===== src/rtl/maj_chain_sequencer_if.sv =====
// ---------------------------------------------------------------------------
// maj_chain_sequencer_if
//   Bundles the operand-side handshake, the config-table write port and the
//   result-side handshake of maj_chain_sequencer.
//
//   in_valid / in_ready / in_data       : operand vector handshake
//   cfg_we / cfg_addr / cfg_wdata       : config table write strobe
//   cfg_err                             : one-cycle pulse, write rejected
//   out_valid / out_ready / out_data    : result handshake
//
//   master : the producer/consumer side (drives operands, configs, out_ready)
//   slave  : the sequencer itself
// ---------------------------------------------------------------------------
interface maj_chain_sequencer_if #(
  parameter int STAGES = 7,
  parameter int CNT_W  = 3
) ();
  logic                  in_valid;
  logic                  in_ready;
  logic [2*STAGES:0]     in_data;
  logic                  cfg_we;
  logic [CNT_W-1:0]      cfg_addr;
  logic [3:0]            cfg_wdata;
  logic                  cfg_err;
  logic                  out_valid;
  logic                  out_ready;
  logic                  out_data;

  modport master (
    output in_valid, in_data, cfg_we, cfg_addr, cfg_wdata, out_ready,
    input  in_ready, cfg_err, out_valid, out_data
  );

  modport slave (
    input  in_valid, in_data, cfg_we, cfg_addr, cfg_wdata, out_ready,
    output in_ready, cfg_err, out_valid, out_data
  );
endinterface


===== src/rtl/maj_chain_sequencer.sv =====
// ---------------------------------------------------------------------------
// maj_chain_sequencer
//   Evaluates a serial chain of STAGES MAJ3 gates with a single shared MAJ3
//   unit, one stage per clock. Each stage may invert any operand and force
//   its B operand to 1, controlled by a 4-bit entry of a config table.
//
//   Stage 0 operands : A=in_data[0], B=in_data[1], C=in_data[2]
//   Stage s>=1       : A=in_data[2s+1], B=in_data[2s+2], C=w[s-1]
//   cfg bits         : [0] invert A, [1] invert B, [2] invert C, [3] force B=1
//                      (force is applied before inversion)
//
// Ports
//   clk        : clock, rising edge
//   rst        : synchronous active-high reset (also clears the config table)
//   bus        : maj_chain_sequencer_if.slave (operand / config / result)
//   trace_data : per-stage results of the last completed job
//                (present only when MAJ_TRACE_EN is defined)
//
// Optional feature macro: MAJ_TRACE_EN
// ---------------------------------------------------------------------------
module maj_chain_sequencer #(
  parameter int STAGES = 7,
  parameter int CNT_W  = 3
) (
  input  logic                     clk,
  input  logic                     rst,
`ifdef MAJ_TRACE_EN
  maj_chain_sequencer_if.slave     bus,
  output logic [STAGES-1:0]        trace_data
`else
  maj_chain_sequencer_if.slave     bus
`endif
);

  localparam int OPW = 2*STAGES + 1;

  typedef enum logic [1:0] {IDLE, RUN, DONE} state_e;

  function automatic logic maj3(input logic a, input logic b, input logic c);
    return (a & b) | (a & c) | (b & c);
  endfunction

  // Force-B happens first, then the per-operand inversions.
  function automatic logic stage_eval(input logic a, input logic b,
                                      input logic c, input logic [3:0] cfg);
    logic b_f;
    b_f = cfg[3] ? 1'b1 : b;
    return maj3(a ^ cfg[0], b_f ^ cfg[1], c ^ cfg[2]);
  endfunction

  state_e            state_q, state_d;
  logic [CNT_W-1:0]  cnt_q, cnt_d;
  logic              out_q, out_d;
  logic              cfg_err_q, cfg_err_d;
  logic [3:0]        cfg_q [STAGES];
  logic [OPW-1:0]    opnd_q;
  logic              carry_q;
  logic              load_op;

  logic              op_a, op_b, op_c;
  logic [3:0]        cfg_cur;
  logic              w;
  logic              cfg_addr_ok;
  logic              cfg_wr_ok;

  // Operand mux for the stage currently addressed by the counter.
  always_comb begin
    op_a    = 1'b0;
    op_b    = 1'b0;
    op_c    = 1'b0;
    cfg_cur = 4'b0000;
    for (int s = 0; s < STAGES; s++) begin
      if (cnt_q == CNT_W'(s)) begin
        if (s == 0) begin
          op_a = opnd_q[0];
          op_b = opnd_q[1];
          op_c = opnd_q[2];
        end else begin
          op_a = opnd_q[2*s+1];
          op_b = opnd_q[2*s+2];
          op_c = carry_q;
        end
        cfg_cur = cfg_q[s];
      end
    end
  end

  assign w = stage_eval(op_a, op_b, op_c, cfg_cur);

  // Writes are refused while a job is running so a job always sees one
  // consistent table; out-of-range addresses are refused too.
  assign cfg_addr_ok = (int'(bus.cfg_addr) < STAGES);
  assign cfg_wr_ok   = bus.cfg_we && (state_q != RUN) && cfg_addr_ok;
  assign cfg_err_d   = bus.cfg_we && !cfg_wr_ok;

  // Next-state / control
  always_comb begin
    state_d = state_q;
    cnt_d   = cnt_q;
    out_d   = out_q;
    load_op = 1'b0;
    case (state_q)
      IDLE: begin
        if (bus.in_valid) begin
          load_op = 1'b1;
          cnt_d   = '0;
          state_d = RUN;
        end
      end
      RUN: begin
        cnt_d = cnt_q + CNT_W'(1);
        if (cnt_q == CNT_W'(STAGES-1)) begin
          cnt_d   = '0;
          out_d   = w;
          state_d = DONE;
        end
      end
      DONE: begin
        if (bus.out_ready) begin
          state_d = IDLE;
        end
      end
      default: begin
        state_d = IDLE;
        cnt_d   = '0;
      end
    endcase
  end

  // Control registers
  always_ff @(posedge clk) begin
    if (rst) begin
      state_q   <= IDLE;
      cnt_q     <= '0;
      out_q     <= 1'b0;
      cfg_err_q <= 1'b0;
    end else begin
      state_q   <= state_d;
      cnt_q     <= cnt_d;
      out_q     <= out_d;
      cfg_err_q <= cfg_err_d;
    end
  end

  // Config table
  always_ff @(posedge clk) begin
    if (rst) begin
      for (int s = 0; s < STAGES; s++) begin
        cfg_q[s] <= 4'b0000;
      end
    end else begin
      for (int s = 0; s < STAGES; s++) begin
        if (cfg_wr_ok && (bus.cfg_addr == CNT_W'(s))) begin
          cfg_q[s] <= bus.cfg_wdata;
        end
      end
    end
  end

  // Datapath: operand latch and chain carry
  always_ff @(posedge clk) begin
    if (load_op) begin
      opnd_q <= bus.in_data;
    end
    if (state_q == RUN) begin
      carry_q <= w;
    end
  end

`ifdef MAJ_TRACE_EN
  logic [STAGES-1:0] trace_q, trace_d;

  always_comb begin
    trace_d = trace_q;
    if (state_q == RUN) begin
      for (int s = 0; s < STAGES; s++) begin
        if (cnt_q == CNT_W'(s)) begin
          trace_d[s] = w;
        end
      end
    end
  end

  always_ff @(posedge clk) begin
    if (rst) begin
      trace_q <= '0;
    end else begin
      trace_q <= trace_d;
    end
  end

  assign trace_data = trace_q;
`endif

  assign bus.in_ready  = (state_q == IDLE);
  assign bus.out_valid = (state_q == DONE);
  assign bus.out_data  = out_q;
  assign bus.cfg_err   = cfg_err_q;

endmodule


===== src/flat_wrapper.sv =====
// flat-port wrapper written by rule: the top's interface ports become plain ports
module maj_chain_sequencer_flat 
#(
  parameter int STAGES = 7,
  parameter int CNT_W  = 3
)
  (clk, rst, bus_in_valid, bus_in_data, bus_cfg_we, bus_cfg_addr, bus_cfg_wdata, bus_out_ready, bus_in_ready, bus_cfg_err, bus_out_valid, bus_out_data);
  maj_chain_sequencer_if #(.STAGES(STAGES), .CNT_W(CNT_W)) bus_i ();
  input  logic clk;
  input  logic rst;
  input wire logic [$bits(bus_i.in_valid)-1:0] bus_in_valid;
  input wire logic [$bits(bus_i.in_data)-1:0] bus_in_data;
  input wire logic [$bits(bus_i.cfg_we)-1:0] bus_cfg_we;
  input wire logic [$bits(bus_i.cfg_addr)-1:0] bus_cfg_addr;
  input wire logic [$bits(bus_i.cfg_wdata)-1:0] bus_cfg_wdata;
  input wire logic [$bits(bus_i.out_ready)-1:0] bus_out_ready;
  output wire logic [$bits(bus_i.in_ready)-1:0] bus_in_ready;
  output wire logic [$bits(bus_i.cfg_err)-1:0] bus_cfg_err;
  output wire logic [$bits(bus_i.out_valid)-1:0] bus_out_valid;
  output wire logic [$bits(bus_i.out_data)-1:0] bus_out_data;
  assign bus_i.in_valid = bus_in_valid;
  assign bus_i.in_data = bus_in_data;
  assign bus_i.cfg_we = bus_cfg_we;
  assign bus_i.cfg_addr = bus_cfg_addr;
  assign bus_i.cfg_wdata = bus_cfg_wdata;
  assign bus_i.out_ready = bus_out_ready;
  assign bus_in_ready = bus_i.in_ready;
  assign bus_cfg_err = bus_i.cfg_err;
  assign bus_out_valid = bus_i.out_valid;
  assign bus_out_data = bus_i.out_data;
  maj_chain_sequencer #(.STAGES(STAGES), .CNT_W(CNT_W)) u_core (.clk(clk), .rst(rst), .bus(bus_i));
endmodule

===== config.mk =====
export PLATFORM = sky130hd
export DESIGN_NAME = maj_chain_sequencer_flat
export DESIGN_NICKNAME = d
export VERILOG_FILES = /design/src/rtl/maj_chain_sequencer_if.sv /design/src/rtl/maj_chain_sequencer.sv /design/src/flat_wrapper.sv
export SDC_FILE = /design/constraint.sdc
export NUM_CORES = 1
export LEC_CHECK = 0
export BUFFER_PORTS_ARGS = -buffer_cell sky130_fd_sc_hd__buf_2
export CELL_PAD_IN_SITES_DETAIL_PLACEMENT = 1
export CELL_PAD_IN_SITES_GLOBAL_PLACEMENT = 1
export CORE_ASPECT_RATIO = 0.7
export CORE_MARGIN = 2
export CORE_UTILIZATION = 45
export DETAILED_ROUTE_END_ITERATION = 16
export GPL_TIMING_DRIVEN = 1
export PLACE_DENSITY_LB_ADDON = 0.1
export SYNTH_ARGS = -nofsm -noshare
export SYNTH_HDL_FRONTEND = slang
export SYNTH_SLANG_ARGS = --single-unit

===== constraint.sdc =====
create_clock -name clk -period 2.7 [get_ports clk]
set_input_delay 0.27 -clock clk [delete_from_list [all_inputs] [get_ports clk]]
set_output_delay 0.27 -clock clk [all_outputs]
set_load 0.01 [all_outputs]

Word level (Yosys, flattened, before mapping)
Memory sizes are Yosys's and may differ from the RTL's.
Index checks and enable logic that the tools add are counted.
Word-level totals
  word-level logic and storage cells: 128
  bits in writable memories: 28
  memories: 1
  bits in registers: 23
Cells by class
  bitwise operators: 16
  order comparisons: 1
  $add $sub $neg: 1
  equal/unequal tests: 18
  reduce and logical (&&, ||, !) cells: 17
  muxes and demuxes: 68
Memories
  u_core.cfg_q: words 7, bits a word 4, rd ports 7, clocked after Yosys merged registers in 0, wr ports 7, line maj_chain_sequencer.sv:55  | logic [3:0] cfg_q [STAGES];
Operators by type and width (count)
  $mux 4: 14
  $mux 1: 47
  $eq 3x3->1 const B: 6
  $eq 3x2->1 const B: 4
  $logic_and 1x1->1: 10
  $or 1x1->1: 9
  $pmux 3 s3: 1
  $eq 3x1->1 const B: 2
  $logic_not 3->1: 2
  $mux 2: 3
  $mux 3: 2
  $pmux 2 s3: 1
  $ne 2x1->1 const B: 2
  $ne 2x2->1 const B: 2
  $reduce_and 2->1: 2
  $add 3x1->3 const B: 1
  $and 1x1->1: 3
  $lt 3x3->1 const B: 1
  $reduce_and 3->1: 1
  $xor 1x1->1: 3
  $eq 2x1->1 const B: 1
  $eq 2x2->1 const B: 1
  $logic_not 2->1: 1
  $logic_not 1->1: 1
  $not 1->1: 1

Longest topological paths before layout
Gate-level depths: netlist (run 1).
  depth in word-level cells: 13
  depth in mapped cells: 11
  gate-level depth less buffers: 9

Worst setup path before layout (run 1)
No wires, ideal clock.
  kind: register to register
  start: reg u_core.cnt_q[1]
  end: reg u_core.carry_q, data pin
  data required time: 2435 ps
  setup time: 265 ps
  arrival: 1945 ps
  slack: 491 ps
  buffers on the path: 2
  stages on the path, launching flop included: 11
  cell sequence: dfxtp_1 buf_6 and2_1 ha_1 buf_6 and2_1 mux4_2 o21ai_0 xnor2_1 a21o_1 o21ai_0
Between the ends
  longest elaborated chain between the ends: 13
  elaborated cells between the ends (all ways): 44
Ends and longest elaborated chain
  start: declaration: line maj_chain_sequencer.sv:52  | logic [CNT_W-1:0] cnt_q, cnt_d;
  start signal: assignment: line maj_chain_sequencer.sv:139  | cnt_q <= cnt_d;
  $logic_not 3->1: line maj_chain_sequencer.sv:73  | if (cnt_q == CNT_W'(s)) begin
  $mux 1 / $mux 4 (equally long branches) (7 in a row): line maj_chain_sequencer.sv:73
  $mux 1: line maj_chain_sequencer.sv:47  | b_f = cfg[3] ? 1'b1 : b;
  $xor 1x1->1: line maj_chain_sequencer.sv:48  | return maj3(a ^ cfg[0], b_f ^ cfg[1], c ^ cfg[2]);
  $and 1x1->1: line maj_chain_sequencer.sv:40  | return (a & b) | (a & c) | (b & c);
  $or 1x1->1: line maj_chain_sequencer.sv:40
  $or 1x1->1 *: line maj_chain_sequencer.sv:40
  via u_core.w: line maj_chain_sequencer.sv:62  | logic w;
  end signal: assignment: line maj_chain_sequencer.sv:166  | carry_q <= w;
  end: declaration: line maj_chain_sequencer.sv:57  | logic carry_q;
Mark *: on every way through the listed nets, which the timed path passes. The rest lies on a longest branch.
A chain may end at the register's enable or synchronous reset.

Final worst setup path (run 1)
  start: reg u_core.cnt_q[2]
  end: reg u_core.carry_q, data pin
The elaborated chain is that of the path after synthesis.

==> results.md, run 1 <==
- Register area share after synthesis: 0.6144
- Post-CTS Hold Buffers: 0
- Synth Area in Adders: 0.005260
- RSZ-0062 raised after global routing: false
- Mean area per synthesized cell: roughly 11 sq um
- Setup Buffers After CTS: 0
- Clock insertion delay at the later pin of the skew report: 300 ps
- Initial antenna violation count: 0
- Routed Antenna Nets: 0
- Required @ worst endpoint: between 2000 and 3000 ps
- Antenna fix cells: 0
- First-pass GRT wire length: between 8000 and 9000 microns
- Cts repair resizes: 0
- Dpl hpwl: about 4000 microns
- Final Non-Filler Cells: around 310
- Clk buf depth: 2
- Area grow syn2layout: 13.20%
- Pre-CTS setup slack: 221.0 ps
- Wire length per cell: around 17 microns
- Filler instances: around 600
- Final Util: 0.5203
- Fin nets: 268
- Largest family of logic cells by synthesized area: simple AND/OR/NAND/NOR gates
- Initial core utilization: 0.4596
- Vias/cell: around 5.4
- Worst vdd ir: 0.2615 mV
- Leakage: about 1 nW
- Via Count: between 1500 and 2000
- Hold Fails Final Rpt: 0
- CTS root buf: clkbuf_8
- DRT Wirelength: between 5000 and 6000 microns
- Area of the multi-input gates: 798.3 sq um
- Seq. cell area: ~1500 sq um
- H-tree Lvls: 2
- DP Cell Count: approximately 300
- Die height: roughly 65 microns
- Worst Max-Slew Pin Slew: ~640 ps
- Total grt overflow: 0
- Simple-gate share of the synthesized area: 0.1794
- Pre-antenna DRT Iters: 5
- Number of synthesized flops with an enable pin: 44
- Min cycle time layout: 2426 ps
- Syn. warnings: 0
- Cts bufs inserted: 5
- I/O Pins: 31
- Hold Crit Class: input port to flop
- DRC Markers: 0
- All-Layer GR Usage: 0.1946
- Slew Limit Fails: 0
- Syn_nets: 237
- Setup TNS: 0 ps
- Power Dens Cells: 612.0 nW/um^2
- Final WS setup: 273.7 ps
- Library cells used by synthesis: 42
- Max-cap violations: 0
- Port bufs: 30
- Chip width: 90.90 microns
- Mux share of post-synthesis cell area: 0.03156
- Largest net degree at the start of global routing: 26
- Synth Cell Area: 2379 sq um
- Most common flop cell mapped by yosys: edfxtp_1
- Drt first-iter violations: 103
- Post-route clock period utilization: 0.8986
- Row count: 22
- Relative slew slack: 0.5756
- Compound-Gate Fraction of Synth Area: 0.1120
- Worst setup SP type: flop
- Crit end category: flop
- Fin Clk Skew: between 8 and 9 ps
- Share of layout cells above drive strength 1: 0.1992
- Crit Path Class: flop to flop
- Post-Synth XOR/XNOR Area: 0.007365
- CTS tree: yes
- Fmax: about 400 MHz
- Clock transition at the registers of the reported paths: 100 ps
- Vias in the first global route: ~1700
- Flops & latches, synth: a little over 50
- WHS: 143.6 ps
- Async SR Flop Fraction: 0
- Die ar.: 5892 sq um
- Clock sink count: 51
- CP arrival: between 2000 and 2500 ps
- Syn Inst Count: between 200 and 250
- Critical Path Fanout Max: 10
- Gpl congestion: 0.8522
- Final setup vio count: 0
- Total core area: between 5000 and 6000 sq um
- Status: completed
-- layout make-up --
class	instances	share of cell area
tap	72	0.03346
inverter	11	0.01533
clock buffer	6	0.03067
timing repair buffer	34	0.06691
sequential	51	0.5428
clock inverter	2	0.01441
multi-input combinational	137	0.2965
-- power by group --
part	switching, W	internal (W)	total, W
Sequential	0.0000182	0.000901	0.000919
Combinational	0.000102	0.0000657	0.000168
Clock	0.000256	0.000305	0.000561
-- cell families (layout without fill, tap and decap cells) --
family / count (synthesis) / in the layout
and+or+nand+nor: 87 / 87
DFF: 51 / 51
AOI/OAI and AO/OA: 41 / 41
buffers and inverters: 21 / 53
muxes: 6 / 6
xor gates and xnor gates: 2 / 2
adders and majority gates: 1 / 1
-- final timing paths --
check / cells past startpoint / slack [ps] / from / end
hold / removal: 1 / 140 / bus_in_data[2] / u_core.opnd_q[2]$_DFFE_PP_
setup / recovery: 10 / 270 / u_core.cnt_q[2]$_SDFFE_PP0P_ / u_core.carry_q$_DFFE_PP_
setup reg to reg: 10 / 270 / u_core.cnt_q[2]$_SDFFE_PP0P_ / u_core.carry_q$_DFFE_PP_
hold reg to reg: 2 / 560 / u_core.bus.out_data$_SDFFE_PP0P_ / u_core.bus.out_data$_SDFFE_PP0P_
-- layout by cell type (no fill, tap or decap), types with 6 or more instances in the layout --
cell / n
dfxtp_1: 7
o21ai_0: 7
nand2b_1: 14
nand2_1: 9
edfxtp_1: 44
a21oi_1: 12
buf_2: 30
nor2_1: 43
inv_1: 11
clkbuf_8: 6
-- metrics by stage --
step / total power [W] / area, sq um
2_1_floorplan: 0.001042 / 2379
3_3_place_gp: 0.001092 / 2564
3_5_place_dp: 0.001101 / 2564
4_1_cts: 0.001655 / 2685
5_1_grt: 0.001707 / 2693
6_report: 0.001648 / 2693
-- critical path, cell delays in order, from the launching register on --
cell and delay, ps:
dfxtp_1 320, inv_1 150, ha_1 380, or2_2 200, a21oi_1 40, a222oi_1 290
buf_4 180, o22ai_1 80, o2bb2ai_1 270, a21o_1 190, o21ai_0 90
-- Yosys cell counts, types with 2 or more instances --
cell       instances  area, sq um
and2_1             2        12.51
a222oi_1           2        20.02
mux2i_1            3        30.03
xnor2_1            2        17.52
o21a_1             2        15.01
o22ai_1            4        25.02
a31oi_1            2        12.51
nand2b_1          14        87.58
a21oi_1           12        60.06
o21ai_0            7        35.03
clkbuf_1           3        11.26
o2bb2ai_1          2        17.52
nor4_1             2        12.51
nor2_1            43        161.4
inv_1             11        41.29
nor2b_1            3        18.77
nor3_1             3        15.01
nand2_1            9        33.78
edfxtp_1          44         1321
nor3b_1            2        15.01
nand4_1            2        12.51
buf_6              5        56.30
buf_2              2        10.01
dfxtp_1            7        140.1
nand3b_1           3        22.52
o21ai_1            2        10.01
-- registers in the layout, summed over array words and instances (netlist names) --
register	cells
u_core.bus.cfg_err	1
u_core.opnd_q	15
u_core.bus.out_data	1
u_core.carry_q	1
u_core.cnt_q	3
u_core.cfg_q	28
u_core.state_q	2
-- layer usage --
metal	global-route usage	vias to the layer above	part of all wire
li1	-	806	-
met1	0.2734	833	0.48
met2	0.3097	35	0.48
met3	0.05116	2	0.039
met4	0.03977	0	0.0039
met5	0	-	0
Note: power is estimated with default switching activity, not from simulation.
==> inputs of run 2 (changes only) <==
- CELL_PAD_IN_SITES_DETAIL_PLACEMENT: 1 -> 0
==> run 2 against run 1 <==
Setup slack got worse by 76 ps; sequential share of layout area increased by 0.77 points; cell count decreased by 0.32%; critical path type unchanged; largest cell class unchanged; largest power group unchanged.
==> results.md, run 2 (same netlist as run 1, synthesis figures left out) <==
- Largest register FFs: 28
- Hold Startpoint: bus_in_data[10]
- Leakage: approximately 1.0 nW
- Port bufs: 30
- Clk pwr share: 0.294
- Cts repair resizes: 0
- CP arrival: between 2000 and 3000 ps
- Final WS setup: 197.4 ps
- Area of the multi-input gates: about 800 sq um
- Drt first-iter violations: 165
- DRT Wirelength: about 4900 microns
- Crit-path cells: and2_1 > ha_1 > or2_2 > a21oi_1 > a222oi_1 > a21oi_1 > o2bb2ai_1 > a21o_1 > o21ai_0
- Worst R2R Setup Slack: just under 200 ps
- Combinational Power Share: 0.105
- Initial antenna violation count: 0
- I/O Pins: 31
- Worst vdd ir: roughly 0.22 mV
- H-tree Lvls: 2
- Via Count: 1638
- Worst Max-Slew Pin Slew: ~620 ps
- R2R cell count: 9
- Crit end category: flop
- Slew Limit Fails: 0
- Fmax: about 400 MHz
- Fin nets: around 270
- Flop pwr share: 0.600
- Cts bufs inserted: 5
- Most common cell after layout, fill and taps aside: edfxtp_1
- Filler instances: 481
- Fin Clk Skew: 6.089 ps
- Int Pwr: about 0.0012 W
- RSZ-0062 raised after global routing: false
- Crit Path Class: flop to flop
- Relative slew slack: 0.5863
- Status: completed
- Net Sw Power: 0.0003771 W
- Commonest non-fill, non-tap cells in the layout: 44 x edfxtp_1, 43 x nor2_1, 30 x buf_2, 14 x nand2b_1, 12 x a21oi_1
- Worst flop-to-flop path endpoint: u_core.carry_q$_DFFE_PP_
- Delay-heaviest family, CP: compound AO/OA/AOI/OAI gates
- Chip width: approximately 90 microns
- Clock sink count: 51
- Setup Buffers After CTS: 0
- Seq. cell area: around 1500 sq um
- Clock transition at the registers of the reported paths: approximately 100 ps
- Worst Path Buf+Inv: 0
- Die ar.: around 5900 sq um
- Biggest register: u_core.cfg_q
- Power Dens Cells: 576.0 nW/um^2
- Vias in the first global route: around 1500
- Area grow syn2layout: 11.63%
- CP max-delay cell: a222oi_1
- Vias/cell: approximately 5.3
- First-pass GRT wire length: ~7800 microns
- DRC Markers: 0
- Final setup vio count: 0
- Worst setup SP type: flop
- Hold Crit Endpoint: u_core.opnd_q[10]$_DFFE_PP_
- CTS tree: yes
- R2R Path Start: u_core.cnt_q[0]$_SDFFE_PP0P_
- Hold Fails Final Rpt: 0
- Critical Path Fanout Max: 10
- Pre-antenna DRT Iters: 5
- Required @ worst endpoint: 2750 ps
- Total core area: between 5000 and 6000 sq um
- CTS root buf: clkbuf_8
- Total grt overflow: 0
- Min cycle time layout: about 2500 ps
- Dpl hpwl: 3520 microns
- Hold Crit Class: input port to flop
- Registers with the most flip-flops: u_core.cfg_q x28, u_core.opnd_q x15, u_core.cnt_q x3
- Routed Antenna Nets: 0
- Die height: ~65 microns
- Clk buf depth: 2
- Worst path max stage delay: roughly 480 ps
- Hold path depth: 1
- Setup TNS: 0 ps
- Post-CTS Hold Buffers: 0
- Initial core utilization: 0.4596
- Clock insertion delay at the later pin of the skew report: about 310 ps
- Antenna fix cells: 0
- WHS: 130.5 ps
- Row count: 22
- Most common cell on crit path: a21oi_1
- Max-cap violations: 0
- Share of layout cells above drive strength 1: 0.1958
- Gpl congestion: roughly 0.85
- Post-route clock period utilization: 0.9269
- Wire length per cell: ~16 microns
- Sw frac: 0.2466
- Pre-CTS setup slack: between 200 and 300 ps
- All-Layer GR Usage: 0.1794
- Final Util: 0.5131
- Largest net degree at the start of global routing: 26
## run 2: cell count changes in the layout (fill, tap and decap cells not counted)
cell	delta
buf_4	-1
bufinv_16	-1
clkbuf_8	-1
clkinv_2	+1
inv_6	+1
## run 2: power by group through the flow
stage	Combinational (W)	Clock (W)	Sequential, W
finish	0.000161	0.000450	0.000918
global route	0.000180	0.000500	0.000922
CTS	0.000161	0.000465	0.000918
detailed placement	0.000160	0	0.000936
global placement	0.000157	0	0.000936
floorplan	0.000115	0	0.000927
## run 2: stage by stage
stage / cell area, sq um / cells / total power (W)
CTS: 2655 / 312 / 0.001544
finish: 2655 / 312 / 0.001529
floorplan: 2379 / 209 / 0.001042
global placement: 2564 / 304 / 0.001092
global route: 2655 / 312 / 0.001603
detailed placement: 2564 / 304 / 0.001096
## run 2: how the worst max path moves through the flow
stage | cells after the start | end | slack [ps] | start
2_1_floorplan | 10 | u_core.carry_q$_DFFE_PP_ | 490 | u_core.cnt_q[1]$_SDFFE_PP0P_
3_3_place_gp | 9 | u_core.carry_q$_DFFE_PP_ | 410 | u_core.cnt_q[1]$_SDFFE_PP0P_
3_5_place_dp | 9 | u_core.carry_q$_DFFE_PP_ | 270 | u_core.cnt_q[2]$_SDFFE_PP0P_
4_1_cts | 9 | u_core.carry_q$_DFFE_PP_ | 250 | u_core.cnt_q[0]$_SDFFE_PP0P_
5_1_grt | 9 | u_core.carry_q$_DFFE_PP_ | 7 | u_core.cnt_q[2]$_SDFFE_PP0P_
6_report | 9 | u_core.carry_q$_DFFE_PP_ | 200 | u_core.cnt_q[0]$_SDFFE_PP0P_
## run 2: cell type report
cell class                      instances  area share
Multi-Input combinational cell        137      0.3007
Tap cell                               72     0.03393
Timing Repair Buffer                   33     0.06503
Inverter                               11     0.01555
Clock inverter                          3    0.008483
Sequential cell                        51      0.5504
Clock buffer                            5     0.02592
## run 2: per-layer routing
layer / share of wire / wire [microns] / vias to the layer above / global-route usage
met5: 0 / 0 / - / 0
met4: 0.0098 / 48 / 0 / 0.06250
met3: 0.058 / 285 / 5 / 0.05581
met2: 0.43 / 2119 / 44 / 0.2509
met1: 0.50 / 2440 / 784 / 0.2644
li1: - / - / 805 / -
==> inputs of run 3 (changes only) <==
- ABC_AREA: default -> 1
- CORE_UTILIZATION: 45 -> 43
- PLACE_DENSITY: default -> 0.8
- PLACE_DENSITY_LB_ADDON: 0.1 -> default
- TNS_END_PERCENT: default -> 1
==> run 3 against run 2 <==
Fmax is 14% higher; setup slack better by 310 ps; largest cell class unchanged; synthesized cell count increased by 35%; core utilization increased by 0.19 points; design area is 4.1% higher; combinational power grew 9%.
==> results.md, run 3 <==
- Status: completed
- Clock sink count: just over 50
- Setup crit start: u_core.cnt_q[1]$_SDFFE_PP0P_
- Vias in the first global route: about 1700
- Crit end category: flop
- Register area share after synthesis: 0.5956
- Flops & latches, synth: 51
- Antenna fix cells: 0
- Vias/cell: 4.760
- H-tree Lvls: 2
- Syn. warnings: 0
- Routed Antenna Nets: 0
- Row count: 22
- Worst vdd ir: roughly 0.22 mV
- Met1 Usage GRT: 0.2872
- Fin Clk Skew: roughly 9 ps
- Largest net degree at the start of global routing: 17
- Number of synthesized flops with an enable pin: 44
- CP Depth: 14
- Synth top area cells: edfxtp_1 54%, nand2_1 9.9%, nor2_1 9.0%, dfxtp_1 5.7%, inv_1 5.5%
- Min cycle time layout: 2194 ps
- Slew Limit Fails: 0
- Post-synth top cells: 65 x nand2_1, 59 x nor2_1, 44 x edfxtp_1
- Async SR Flop Fraction: 0
- All-Layer GR Usage: 0.1817
- Wire length per cell: approximately 13 microns
- Hold Crit Class: input port to flop
- Worst Path Buf+Inv: 2
- Via Count: approximately 1800
- Most common cell after layout, fill and taps aside: nand2_1
- GR Util met2: 0.2500
- CTS root buf: clkbuf_8
- Final setup vio count: 0
- Power Dens Cells: around 560 nW/um^2
- Post-CTS Hold Buffers: 0
- WHS: between 100 and 150 ps
- Most common cell on crit path: nand2_1
- Die ar.: ~6300 sq um
- Library cells used by synthesis: 20
- Post-route clock period utilization: 0.8126
- Setup Buffers After CTS: 0
- Post-synth top area cell: edfxtp_1
- Fin nets: 343
- Worst flop-to-flop path endpoint: u_core.carry_q$_DFFE_PP_
- Relative slew slack: 0.5553
- Critical Path Fanout Max: 10
- Synth Cell Area: 2454 sq um
- Mean area per synthesized cell: around 8.7 sq um
- DRT Wirelength: between 5000 and 6000 microns
- Worst setup SP type: flop
- Drt first-iter violations: 85
- Crit Path Class: flop to flop
- Synth top area share: 0.5385
- Pre-antenna DRT Iters: 4
- Met3 usage: 0.04911
- Largest register FFs: 28
- Delay-heaviest family, CP: simple AND/OR/NAND/NOR gates
- Required @ worst endpoint: about 2800 ps
- RSZ-0062 raised after global routing: false
- Cts bufs inserted: 5
- Clock transition at the registers of the reported paths: around 90 ps
- Fmax: 455.8 MHz
- Registers with the most flip-flops: u_core.cfg_q x28, u_core.opnd_q x15, u_core.cnt_q x3
- Share of layout cells above drive strength 1: 0.1456
- Max-cap violations: 0
- R2R cell count: 14
- CTS tree: yes
- Setup TNS: 0 ps
- Worst R2R Setup Slack: 510 ps
- I/O Pins: 31
- Syn Inst Count: about 280
- Most common flop cell mapped by yosys: edfxtp_1
- Initial antenna violation count: 0
- Worst path max stage delay: between 500 and 600 ps
- Syn_nets: between 300 and 400
- Total core area: ~5400 sq um
- Most frequent cell after synthesis: nand2_1
- Crit-path cells: nand2_1 > inv_1 > ha_1 > inv_1 > nor2_1 > nor2_1 > nand2_1 > nand2_1 > a21oi_1 > nand2_1 > nand2_1 > nand2_1 > nand2_1 > nand2_1
- Grt peak-use layer: met1
- Hold Fails Final Rpt: 0
- DRC Markers: 0
- Chip width: about 94 microns
- Dpl hpwl: ~3900 microns
- CP arrival: 2250 ps
- DP Area: around 2700 sq um
- Worst Max-Slew Pin Slew: 666.4 ps
- Leakage: between 1 and 1.5 nW
- Total grt overflow: 0
- R2R Path Start: u_core.cnt_q[1]$_SDFFE_PP0P_
- Initial core utilization: 0.4571
- Hold Startpoint: bus_in_data[3]
- First-pass GRT wire length: between 8000 and 9000 microns
- Biggest register: u_core.cfg_q
- Clock insertion delay at the later pin of the skew report: 300 ps
- CP max-delay cell: dfxtp_1
- Clk buf depth: 2
- Commonest non-fill, non-tap cells in the layout: 65 x nand2_1, 59 x nor2_1, 44 x edfxtp_1, 36 x inv_1, 30 x buf_2
- Critical Path End: u_core.carry_q$_DFFE_PP_
- Final Instance Area: between 2000 and 3000 sq um
- Port bufs: 30
- Area grow syn2layout: 12.65%
- Cts repair resizes: 0
- Die height: 67.20 microns
- Gpl congestion: roughly 0.86
==> run 3: cell types whose count changed in the layout (fill, tap and decap cells not counted), moves of 3 or more <==
| cell | before | now |
|---|---|---|
| nor2_1 | 43 | 59 |
| mux2i_1 | 3 | 0 |
| o22ai_1 | 4 | 0 |
| a21oi_1 | 12 | 17 |
| nand2_1 | 9 | 65 |
| nand3_1 | 1 | 18 |
| inv_1 | 11 | 36 |
| nor2b_1 | 3 | 0 |
| o21ai_0 | 7 | 11 |
| nand2b_1 | 14 | 0 |
| nand3b_1 | 3 | 0 |
==> run 3: worst register-to-register path: stages, from the launching register on <==
cell and delay (ps):
dfxtp_1 580, nand2_1 100, inv_1 80, ha_1 350
inv_1 120, nor2_1 120, nor2_1 50, nand2_1 80
nand2_1 60, a21oi_1 130, nand2_1 80, nand2_1 60
nand2_1 40, nand2_1 70, nand2_1 50
==> run 3: final cells by class <==
type / count / area, sq um
well taps: 72 / 90.09
clock inverters: 2 / 16.27
flip-flops and latches: 51 / 1461
repair buffers: 31 / 157.7
fillers: 536 / 2604
inverters: 38 / 142.6
clock buffers: 6 / 72.57
multi-input cells: 188 / 823.3
==> run 3: metrics by stage <==
stage          std cells  utilization  setup slack (ps)  power (W)
6_report             388       0.5149             506.1   0.001540
5_1_grt              388       0.5149             258.7   0.001612
4_1_cts              388       0.5149             504.8   0.001553
3_5_place_dp         380       0.4984             531.5   0.001117
2_1_floorplan        283            -             727.2   0.001052
3_3_place_gp         380       0.4984             628.6   0.001114
==> run 3: cell families after synthesis <==
kind of cell	count (synthesis)	synth area share
simple gates	157	0.2677
fa+ha+maj	1	0.005099
buf+inv	44	0.06884
compound gates	30	0.06272
flops	51	0.5956
==> run 3: worst min path at each step <==
stage / to / cells past startpoint / slack (ps)
floorplan: u_core.opnd_q[0]$_DFFE_PP_ / 0 / 370
global placement: u_core.opnd_q[1]$_DFFE_PP_ / 1 / 450
detailed placement: u_core.opnd_q[3]$_DFFE_PP_ / 1 / 450
CTS: u_core.opnd_q[3]$_DFFE_PP_ / 1 / 130
global route: u_core.opnd_q[8]$_DFFE_PP_ / 1 / 120
finish: u_core.opnd_q[3]$_DFFE_PP_ / 1 / 130
==> run 3: power by group <==
part | switching (W) | internal (W)
sequential | 0.0000209 | 0.000902
combinational | 0.000116 | 0.0000590
clock | 0.000255 | 0.000187
==> run 3: metal layers <==
layer,up-vias,part of all wire
li1,987,-
met1,809,0.54
met2,47,0.39
met3,4,0.069
met4,0,0.0041
met5,-,0
